`config.mk`:
```
export PLATFORM = sky130hd
export DESIGN_NAME = pwm_gen_n_flat
export DESIGN_NICKNAME = d
export VERILOG_FILES = /design/src/rtl/pwm_gen_n_pkg.sv /design/src/rtl/pwm_gen_n_if.sv /design/src/rtl/pwm_gen_n_deadtime.sv /design/src/rtl/pwm_gen_n.sv /design/src/flat_wrapper.sv
export SDC_FILE = /design/constraint.sdc
export NUM_CORES = 1
export LEC_CHECK = 0
export ABC_CLOCK_PERIOD_IN_PS = 6900
export BUFFER_PORTS_ARGS = -buffer_cell sky130_fd_sc_hd__buf_4
export CELL_PAD_IN_SITES_DETAIL_PLACEMENT = 1
export CELL_PAD_IN_SITES_GLOBAL_PLACEMENT = 1
export CORE_AREA = 2 2 113 115
export CTS_BUF_LIST = sky130_fd_sc_hd__clkbuf_4 sky130_fd_sc_hd__clkbuf_8
export DETAILED_ROUTE_END_ITERATION = 10
export DIE_AREA = 0 0 115 117
export PLACE_DENSITY_LB_ADDON = 0.08
export SLEW_MARGIN = 10
export SYNTH_ARGS = -nofsm -noshare
export SYNTH_HDL_FRONTEND = slang
export SYNTH_SLANG_ARGS = --single-unit
```
`constraint.sdc`:
```
create_clock -name CLK -period 6.9 [get_ports CLK]
set_input_delay 0.345 -clock CLK [delete_from_list [all_inputs] [get_ports CLK]]
set_output_delay 0.345 -clock CLK [all_outputs]
set_load 0.02 [all_outputs]
```
`src/rtl/pwm_gen_n_pkg.sv`:
```
// Shared defaults, dead-time state encoding and parameter helpers for the
// N-channel PWM generator.
package pwm_gen_n_pkg;

   localparam int N_DEF      = 3;
   localparam int W_DEF      = 9;
   localparam int PERIOD_DEF = 510;
   localparam int DT_DEF     = 4;

   typedef enum logic [1:0] {
      DT_IDLE,
      DT_WAIT,
      DT_DRIVE
   } dt_state_e;

   function automatic int clog2(input int v);
      for (int r = 0; r < 31; r++) begin
         if ((1 << r) >= v) return r;
      end
      return 31;
   endfunction

   // Dead-time counter must hold DT itself; never narrower than one bit.
   function automatic int dt_width(input int dt);
      int w;
      w = clog2(dt + 1);
      return (w < 1) ? 1 : w;
   endfunction

   function automatic bit period_ok(input int period, input int w);
      return (period >= 2) && (period <= (1 << w));
   endfunction

   function automatic bit dt_ok(input int dt, input int period);
      return (dt >= 0) && (dt < period / 2);
   endfunction

endpackage

```
`src/rtl/pwm_gen_n_if.sv`:
```
// Control/status bundle between the PWM block and its host.
interface pwm_gen_n_if import pwm_gen_n_pkg::*; #(
   parameter int N = N_DEF,
   parameter int W = W_DEF
);
   logic           E;
   logic           LD;
   logic [N*W-1:0] D;
   logic [N-1:0]   PH;
   logic [N-1:0]   PL;
   logic [N-1:0]   X;
   logic           PS;
   logic [W-1:0]   CNT;

   modport master (output E, LD, D, input PH, PL, X, PS, CNT);
   modport slave  (input E, LD, D, output PH, PL, X, PS, CNT);
endinterface

```
`src/rtl/pwm_gen_n_deadtime.sv`:
```
// Per-channel complementary gate driver with dead-time insertion.
//
// state    | meaning
// ---------+-----------------------------------------------------------
// DT_IDLE  | disabled; both gates off, waiting for E
// DT_WAIT  | both gates off, counting DT down after a cmd change/start
// DT_DRIVE | gate matching the held cmd is on
module pwm_gen_n_deadtime import pwm_gen_n_pkg::*; #(
   parameter int DT = DT_DEF
) (
   input  logic CLK,
   input  logic RST_N,
   input  logic E,
   input  logic CMD,
   output logic PH,
   output logic PL
);

   if (DT == 0) begin : g_nodt
      // No dead time: gates follow cmd one cycle late.
      always_ff @(posedge CLK or negedge RST_N) begin
         if (!RST_N) begin
            PH <= 1'b0;
            PL <= 1'b0;
         end else if (!E) begin
            PH <= 1'b0;
            PL <= 1'b0;
         end else begin
            PH <= CMD;
            PL <= ~CMD;
         end
      end
   end else begin : g_dt
      localparam int DTW = dt_width(DT);
      localparam logic [DTW-1:0] DT_LOAD = DTW'(DT);

      dt_state_e      state;
      logic [DTW-1:0] dt_cnt;
      logic           cmd_q;

      // The gate turns on on the edge that retires the last dead-time count,
      // so exactly DT both-off cycles separate the two sides.
      always_ff @(posedge CLK or negedge RST_N) begin
         if (!RST_N) begin
            state  <= DT_IDLE;
            dt_cnt <= '0;
            cmd_q  <= 1'b0;
            PH     <= 1'b0;
            PL     <= 1'b0;
         end else if (!E) begin
            state  <= DT_IDLE;
            dt_cnt <= '0;
            PH     <= 1'b0;
            PL     <= 1'b0;
         end else begin
            unique case (state)
               DT_IDLE: begin
                  state  <= DT_WAIT;
                  dt_cnt <= DT_LOAD;
                  cmd_q  <= CMD;
                  PH     <= 1'b0;
                  PL     <= 1'b0;
               end
               DT_WAIT: begin
                  if (CMD != cmd_q) begin
                     cmd_q  <= CMD;
                     dt_cnt <= DT_LOAD;
                  end else if (dt_cnt == DTW'(1)) begin
                     state  <= DT_DRIVE;
                     dt_cnt <= '0;
                     PH     <= cmd_q;
                     PL     <= ~cmd_q;
                  end else begin
                     dt_cnt <= dt_cnt - 1'b1;
                  end
               end
               DT_DRIVE: begin
                  if (CMD != cmd_q) begin
                     state  <= DT_WAIT;
                     cmd_q  <= CMD;
                     dt_cnt <= DT_LOAD;
                     PH     <= 1'b0;
                     PL     <= 1'b0;
                  end
               end
               default: begin
                  state <= DT_IDLE;
                  PH    <= 1'b0;
                  PL    <= 1'b0;
               end
            endcase
         end
      end
   end

endmodule

```
`src/rtl/pwm_gen_n.sv`:
```
// N-channel PWM generator: shared period counter, double-buffered duty,
// saturation flags, period strobe and per-channel dead-time drivers.
module pwm_gen_n import pwm_gen_n_pkg::*; #(
   parameter int N      = N_DEF,
   parameter int W      = W_DEF,
   parameter int PERIOD = PERIOD_DEF,
   parameter int DT     = DT_DEF
) (
   input logic        CLK,
   input logic        RST_N,
   pwm_gen_n_if.slave bus
);

   if (!period_ok(PERIOD, W)) begin : g_bad_period
      $error("pwm_gen_n: PERIOD must lie in 2..2**W");
   end
   if (!dt_ok(DT, PERIOD)) begin : g_bad_dt
      $error("pwm_gen_n: DT must lie in 0..PERIOD/2-1");
   end

   localparam logic [W-1:0] CNT_LAST = W'(PERIOD - 1);
   // One extra bit so PERIOD == 2**W is still representable.
   localparam logic [W:0]   PERIOD_X = (W + 1)'(PERIOD);

   logic [W-1:0]         cnt;
   logic                 e_q;
   logic                 ps;
   logic                 wrap;
   logic                 load_act;
   logic [N-1:0][W-1:0]  shadow;
   logic [N-1:0][W-1:0]  active;
   logic [N-1:0][W-1:0]  active_nxt;
   logic [N-1:0]         x;
   logic [N-1:0]         x_nxt;
   logic [N-1:0]         cmd;
   logic [N-1:0]         ph;
   logic [N-1:0]         pl;

   assign wrap     = bus.E && (cnt == CNT_LAST);
   // Active duty follows the shadow at wrap and on the first enabled cycle.
   assign load_act = bus.E && (wrap || !e_q);

   // Next active duty; a coincident load strobe bypasses the shadow.
   always_comb begin
      active_nxt = active;
      if (load_act) active_nxt = bus.LD ? bus.D : shadow;
      for (int i = 0; i < N; i++) begin
         x_nxt[i] = ({1'b0, active_nxt[i]} >= PERIOD_X);
      end
   end

   // Period counter, enable history and wrap strobe.
   always_ff @(posedge CLK or negedge RST_N) begin
      if (!RST_N) begin
         cnt <= '0;
         e_q <= 1'b0;
         ps  <= 1'b0;
      end else begin
         e_q <= bus.E;
         ps  <= wrap;
         if (!bus.E || wrap) cnt <= '0;
         else                cnt <= cnt + 1'b1;
      end
   end

   // Duty double buffer and saturation flags.
   always_ff @(posedge CLK or negedge RST_N) begin
      if (!RST_N) begin
         shadow <= '0;
         active <= '0;
         x      <= '0;
      end else begin
         if (bus.LD) shadow <= bus.D;
         active <= active_nxt;
         x      <= x_nxt;
      end
   end

   for (genvar i = 0; i < N; i++) begin : g_ch
      assign cmd[i] = (cnt < active[i]);

      pwm_gen_n_deadtime #(.DT(DT)) u_dt (
         .CLK   (CLK),
         .RST_N (RST_N),
         .E     (bus.E),
         .CMD   (cmd[i]),
         .PH    (ph[i]),
         .PL    (pl[i])
      );
   end

   assign bus.CNT = cnt;
   assign bus.PS  = ps;
   assign bus.X   = x;
   assign bus.PH  = ph;
   assign bus.PL  = pl;

endmodule

```
`src/flat_wrapper.sv`:
```
// flat-port wrapper written by rule: the top's interface ports become plain ports
module pwm_gen_n_flat import pwm_gen_n_pkg::*;
#(
   parameter int N      = N_DEF,
   parameter int W      = W_DEF,
   parameter int PERIOD = PERIOD_DEF,
   parameter int DT     = DT_DEF
)
  (CLK, RST_N, bus_E, bus_LD, bus_D, bus_PH, bus_PL, bus_X, bus_PS, bus_CNT);
  pwm_gen_n_if #(.N(N), .W(W)) bus_i ();
  input logic CLK;
  input logic RST_N;
  input wire logic [$bits(bus_i.E)-1:0] bus_E;
  input wire logic [$bits(bus_i.LD)-1:0] bus_LD;
  input wire logic [$bits(bus_i.D)-1:0] bus_D;
  output wire logic [$bits(bus_i.PH)-1:0] bus_PH;
  output wire logic [$bits(bus_i.PL)-1:0] bus_PL;
  output wire logic [$bits(bus_i.X)-1:0] bus_X;
  output wire logic [$bits(bus_i.PS)-1:0] bus_PS;
  output wire logic [$bits(bus_i.CNT)-1:0] bus_CNT;
  assign bus_i.E = bus_E;
  assign bus_i.LD = bus_LD;
  assign bus_i.D = bus_D;
  assign bus_PH = bus_i.PH;
  assign bus_PL = bus_i.PL;
  assign bus_X = bus_i.X;
  assign bus_PS = bus_i.PS;
  assign bus_CNT = bus_i.CNT;
  pwm_gen_n #(.N(N), .W(W), .PERIOD(PERIOD), .DT(DT)) u_core (.CLK(CLK), .RST_N(RST_N), .bus(bus_i));
endmodule
```
Word level (Yosys, flattened, before mapping)
Cells that the tools add are included.

$add $sub $neg: 4. Magnitude comparators: 6. Equal/unequal tests: 28. Multiplexer cells: 66. Bitwise gates (word level): 3. Reduce and logical (&&, ||, !) cells: 24.

Operators with widths (count): 27-bit two-way mux (2); 3-bit two-way mux (12); 9-bit greater-or-equal comparator (second input constant) (3); 9-bit less-than comparator (3); 3-bit != test (second input constant) (9); 3-bit case mux with 3 select lines (3); 1-bit two-way mux (24); 2-bit two-way mux (12); 1-bit case mux with 2 select lines (9); 2-bit case mux with 3 select lines (3); 3-bit AND reduction (6); 4-bit by 1-bit != test with 1-bit output (second input constant) (3); 9-bit by 1-bit adder with 9-bit output (second input constant) (1); 3-bit by 1-bit == test with 1-bit output (second input constant) (3); 9-bit == test (second input constant) (1); 9-bit two-way mux (1); 3-bit by 1-bit subtractor with 3-bit output (second input constant) (3); 2-bit by 1-bit == test with 1-bit output (second input constant) (3); 2-bit == test (second input constant) (3); 2-bit zero test (3); 2-bit by 1-bit != test with 1-bit output (second input constant) (3); 2-bit AND reduction (3); 2-bit nonzero test (3); 2-bit OR reduction (3); other kinds (5) (12).

Bits in registers: 92. Bits of input ports: 31. Output and inout port bits: 19. Word-level logic and storage cells: 156.

Logic depth before layout (Yosys ltp)
Depth in word-level cells: 6. Depth in mapped cells: 9.

Cells and area by module
A second synthesis with hierarchy kept.

Cell total of the unflattened synthesis: 465. Area total of the unflattened synthesis: 5265.0 um2.

Modules (own cells, without submodules): pwm_gen_n (instances 1, cells each 282, area an instance 3512.1 um2, seq. area each 1701.6 um2); pwm_gen_n_deadtime (instances 3, cells each 61, area an instance 584.3 um2, seq. area each 200.2 um2).

Worst setup path before layout
OpenSTA, ideal clock, no wires.

Path type: register -> register. Start point: register u_core.cnt[8], in the netlist u_core.bus.CNT[8]. End point: register u_core.g_ch[1].u_dt.PH. Library setup time: 0.128 ns. Arrival: 2.443 ns. Required time: 6.772 ns. Setup slack: 4.330 ns. Stages on the path, launching flop included: 9. Clock period less this slack: 2.570 ns. Cells stage by stage: dfrtp_1 ha_1 and4_1 nand3_1 a21oi_2 or4_4 and2_4 a21oi_2 mux2_1.

Word-level cells in the longest chain between the ends: 4. Elaborated cells between the ends (all ways): 5. Those cells by class: order compare (1); eq/ne (3); reduce/logical (1).

Ends and longest elaborated chain: from (decl) (line pwm_gen_n.sv:25) `logic [W-1:0] cnt;`; from (signal assigned) (line pwm_gen_n.sv:62) `else cnt <= cnt + 1'b1;`; 9-bit less-than comparator (*) (line pwm_gen_n.sv:80) `assign cmd[i] = (cnt < active[i]);`; 1-bit != test (*) (line pwm_gen_n_deadtime.sv:65, pwm_gen_n_deadtime.sv:78); 3-bit != test (no line); 3-bit AND reduction (no line) (*); to (signal assigned) (line pwm_gen_n_deadtime.sv:71) `PH <= cmd_q;`; to (decl) (line pwm_gen_n_deadtime.sv:15) `output logic PH,`.

Mark *: on every way between the ends. The rest lies on a longest branch, timed or not. A chain may end at the register's enable or synchronous reset.

Worst setup path in the final report
Start point: register u_core.cnt[8], in the netlist u_core.bus.CNT[8]. End point: register u_core.g_ch[1].u_dt.PL.

Word-level cells in the longest chain between the ends: 4. Elaborated cells between the ends (all ways): 5. Those cells by class: order compare (1); eq/ne (3); reduce/logical (1).

Ends and longest elaborated chain: 9-bit less-than comparator (*) (line pwm_gen_n.sv:80); 1-bit != test (*) (line pwm_gen_n_deadtime.sv:65, pwm_gen_n_deadtime.sv:78); 3-bit != test (no line); 3-bit AND reduction (no line) (*); to (signal assigned) (line pwm_gen_n_deadtime.sv:72) `PL <= ~cmd_q;`; to (decl) (line pwm_gen_n_deadtime.sv:16) `output logic PL`.

Marked as above.

==> impl.org <==
** Outcome
- The flow ran to the end, and the final reports show no timing, DRC or antenna violations.

** Synthesis
- Number of storage elements in the synthesis netlist :: slightly above 90
- Summing the areas of all fa, ha and maj instances in the mapped netlist gives ~11% of the synthesized area.
- Number of enable flip-flop cells after synthesis :: 0
- Synthesis handed over a netlist of around 420 instances.
- Of all flip-flops after synthesis, the portion carrying an async set or reset was 100%.
- Most used DFF post-synth :: dfrtp_1
- After Yosys synthesis, XOR and XNOR cells account for 1.27% of the synthesized area.
- Of the post-synthesis cell area, the part taken by muxes is about 16%.
- The netlist uses 49 different library cells.
- Compound-cell area share of the yosys netlist :: under 10%
- After synthesis, the largest family of logic cells by area is multiplexers.
- Number of nets produced by synthesis :: 494
- Summed instance area of the synthesized netlist :: 4820 sq um
- During synthesis, Yosys emitted a total of 0 warnings.
- Summing the areas of all and, or, nand and nor instances in the mapped netlist gives ~11% of the synthesized area.
- Synth Area per Inst :: approximately 11 sq um
- Sequential elements use 47.8% of the synthesized area.

** Floorplan
- During I/O placement, the number of pins put on the boundary was 50.
- The floorplan has 41 rows.
- For this configuration, the core starts out at a cell density of 39.1%.
- Measured along the x axis, the die boundary spans 115 microns.
- Core outline area :: between 10000 and 15000 sq um
- The floorplan step defined a die boundary enclosing around 13000 sq um.
- The die is ~120 microns tall.

** Setup path
- The startpoint identified for the worst register-to-register timing path is u_core.bus.CNT[8].
- The worst register-to-register path has a setup slack of 4100 ps.
- STA classifies the critical path startpoint as a flip-flop.
- Data required time at the worst endpoint :: around 7200 ps
- Reg-to-reg critical path endpoint :: u_core.g_ch[1].u_dt.PL
- The worst setup path is of the flip-flop to flip-flop kind.
- Maximum fanout along the worst path :: 6
- Worst Reg2Reg Path Length in Cells :: 8
- STA classifies the critical path endpoint as a flip-flop.
- At the worst endpoint, the arrival time is about 3100 ps.

** Global route
- Entering global routing, the biggest net connects 49 pins.
- After global routing the overflow that remains totals 0.
- Global-route usage over all layers :: between 10% and 20%
- The number of global-route vias before repair came to 3331.
- First-pass GRT wire length :: between 15 and 20 mm
- Initial antenna violation count :: 0

** Placed design
- Final HPWL from detailed placement :: ~7.5 mm
- Routability-driven placement finished with a final weighted congestion of between 0.7 and 0.8.
- Total of buffers placed on input and output ports :: 49

** Routing
- Once detail routing completed, the nets flagged for antenna violations numbered 0.
- Routed length per instance :: around 16 microns
- Routed Wire Length :: a little over 10 mm
- Total via count in the routed design :: 3190
- Detailed router's first-iteration violation count :: 57
- For this run, design rule violations remaining after detail routing come to 0.
- Pre-antenna DRT Iters :: 3
- Vias per std cell :: between 5 and 6

** Final layout
- Core Util, Final :: around 45%
- Multi-input gate area :: ~2300 sq um
- Ant diodes :: 0
- Layout area overhead :: 14.7%
- Count of filler cells inserted in the layout :: about 1400
- Sequential cell area :: 2300 sq um
- Share of final-layout standard cells stronger than drive strength 1 :: 29.9%
- For this run, the post-layout net count is 542.

** Timing
- The count of final max-slew check failures is 0.
- The final critical path takes up about two fifths of the cycle.
- For the pin with the worst max-slew slack, the measured transition is 881 ps.
- Fmax :: around 360 MHz
- Measured against its own limit, the worst slew margin works out to between 40% and 50%.
- Setup repair after global routing left no endpoint under its margin.
- Setup total negative slack on the finished layout was measured at 0 ps.
- Setup violations remaining at the end of the flow were counted as 0.
- Final period demand of the worst path :: about 2800 ps
- Worst Clk Skew :: 10.4 ps
- The number of hold violations in the final report came to 0.

** Power
- The analysis attributes to cell leakage a power of between 2 and 3 nW.
- Dividing total power by cell area gives a power density of approximately 300 nW/um^2.
- Max rail drop VDD :: 0.000114 V

** CTS
- Buffers inserted by post-CTS timing repair :: 0
- The longest clock path from root to sink contains 2 buffers.
- After clock tree synthesis, the clock-pin slew on the worst setup and hold paths is about 90 ps.
- Cts bufs inserted :: 9
- Clock tree synthesis selected as its root buffer the cell clkbuf_8.
- Number of clock sinks :: between 90 and 100
- TritonCTS built the clock tree.
- Clock insertion delay at the later pin of the skew report :: 370 ps
- The H-tree generated during clock tree synthesis spans 3 levels.
- Post-CTS Hold Buffers :: 1
- Gates resized during post-CTS repair numbered 0.

** Job
- Across the run, the number of max-cap violations was 0.

** Min path
- Startpoint of the tightest hold check path :: bus_D[25]
- Endpoint of the worst hold-timing path :: u_core.shadow[25]
- The tightest min-delay check is of the primary input to flip-flop type.
- Worst hold path cell count :: 2
==> synth_stat cells, types with 3 or more instances <==
cell type  count  share of area [%]
o21ai_0        9               0.93
ha_1          44                 11
mux2_1         8                1.9
nor3_1         3               0.31
nand4_1        7               0.91
a21oi_2        4               0.73
dfrtp_1       92                 48
and3_1         4               0.52
nor2_1        24                1.9
mux2_2        52                 12
nand2b_1       4               0.52
nand3_1       11                1.1
and4_1         3               0.55
o41ai_1        3               0.55
clkbuf_1       5               0.39
inv_1         39                3.0
mux2i_1        8                1.7
and2_1         4               0.52
nand2_1       28                2.2
o31ai_1        4               0.62
a21oi_1       12                1.2
buf_4          7                1.1
xor2_1         6                1.1
==> per-stage QoR <==
stage               power, W  setup slack [ps]  area [sq um]  instances  hold WS, ps
floorplan            0.00112              4330          4820        419         49.4
detailed placement   0.00125              4100          5300        605          402
finish               0.00164              4100          5530        622          215
global placement     0.00123              4140          5300        605          408
CTS                  0.00168              4080          5530        622          197
global route         0.00177              3940          5530        622          202
==> state kept, by name (all words and copies together) (netlist names) <==
| register | flops |
|---|---|
| u_core.bus.X | 3 |
| u_core.active | 27 |
| u_core.g_ch.u_dt.PH | 3 |
| u_core.bus.CNT | 9 |
| u_core.g_ch.u_dt.g_dt.dt_cnt | 9 |
| u_core.bus.PS | 1 |
| u_core.g_ch.u_dt.PL | 3 |
| u_core.g_ch.u_dt.g_dt.cmd_q | 3 |
| u_core.shadow | 27 |
| u_core.e_q | 1 |
| u_core.g_ch.u_dt.g_dt.state | 6 |
==> cells by family (layout without fill, tap and decap cells) <==
family	Yosys count	count (layout)
AO/OA/AOI/OAI	48	48
XOR/XNOR	7	7
adder cells (fa/ha/maj)	44	44
buffers and inverters	55	108
flip-flops	92	92
multiplexers	68	68
AND/OR/NAND/NOR	105	105
==> cell usage in the layout (no fill, tap or decap), types with 6 or more instances in the layout <==
cell / count
o21ai_0: 9
mux2_1: 8
nand3_1: 11
nor2_1: 24
a21oi_1: 12
xor2_1: 6
mux2_2: 52
nand4_1: 7
ha_1: 44
inv_1: 39
mux2i_1: 8
dfrtp_1: 92
nand2_1: 28
buf_4: 50
clkbuf_8: 10
==> report_power, final <==
part / switching, W / internal [W]
logic: 0.000276 / 0.000246
registers: 0.0000669 / 0.000643
clock network: 0.000194 / 0.000216
==> routing by layer <==
metal | vias to the layer above | GRT usage [%] | wire, microns
met1 | 1603 | 20.6 | 4650
met2 | 34 | 27.5 | 5010
met5 | - | 0 | 0
li1 | 1538 | - | -
met3 | 15 | 3.55 | 275
met4 | 0 | 7.47 | 239
==> critical path: stages (launching register included) <==
cell and delay, ps:
dfrtp_1 510, ha_1 380, and4_1 250, o21ai_0 140, inv_2 90, or4_4 510
and2_4 190, a21oi_2 270, mux2_1 350
==> how the worst max path moves through the flow <==
| stage | start | end | slack, ps | cells past startpoint |
|---|---|---|---|---|
| 6_report | u_core.bus.CNT[8] | u_core.g_ch[1].u_dt.PL | 4100 | 8 |
| 5_1_grt | u_core.bus.CNT[4] | u_core.g_ch[1].u_dt.PL | 3940 | 8 |
| 4_1_cts | u_core.bus.CNT[8] | u_core.g_ch[1].u_dt.PL | 4080 | 8 |
| 3_5_place_dp | u_core.bus.CNT[4] | u_core.g_ch[1].u_dt.PL | 4100 | 8 |
| 3_3_place_gp | u_core.bus.CNT[7] | u_core.g_ch[0].u_dt.PH | 4140 | 8 |
| 2_1_floorplan | u_core.bus.CNT[8] | u_core.g_ch[1].u_dt.PH | 4330 | 8 |
==> area by class of cell <==
type	count	area share (%)
inverter	41	2.79
multi-input combinational	272	41.2
clock inverter	5	1.36
clock buffer	11	2.63
sequential	92	41.7
timing repair buffer	51	6.97
tap	150	3.40
No activity file was read; power rests on OpenSTA's default activity.
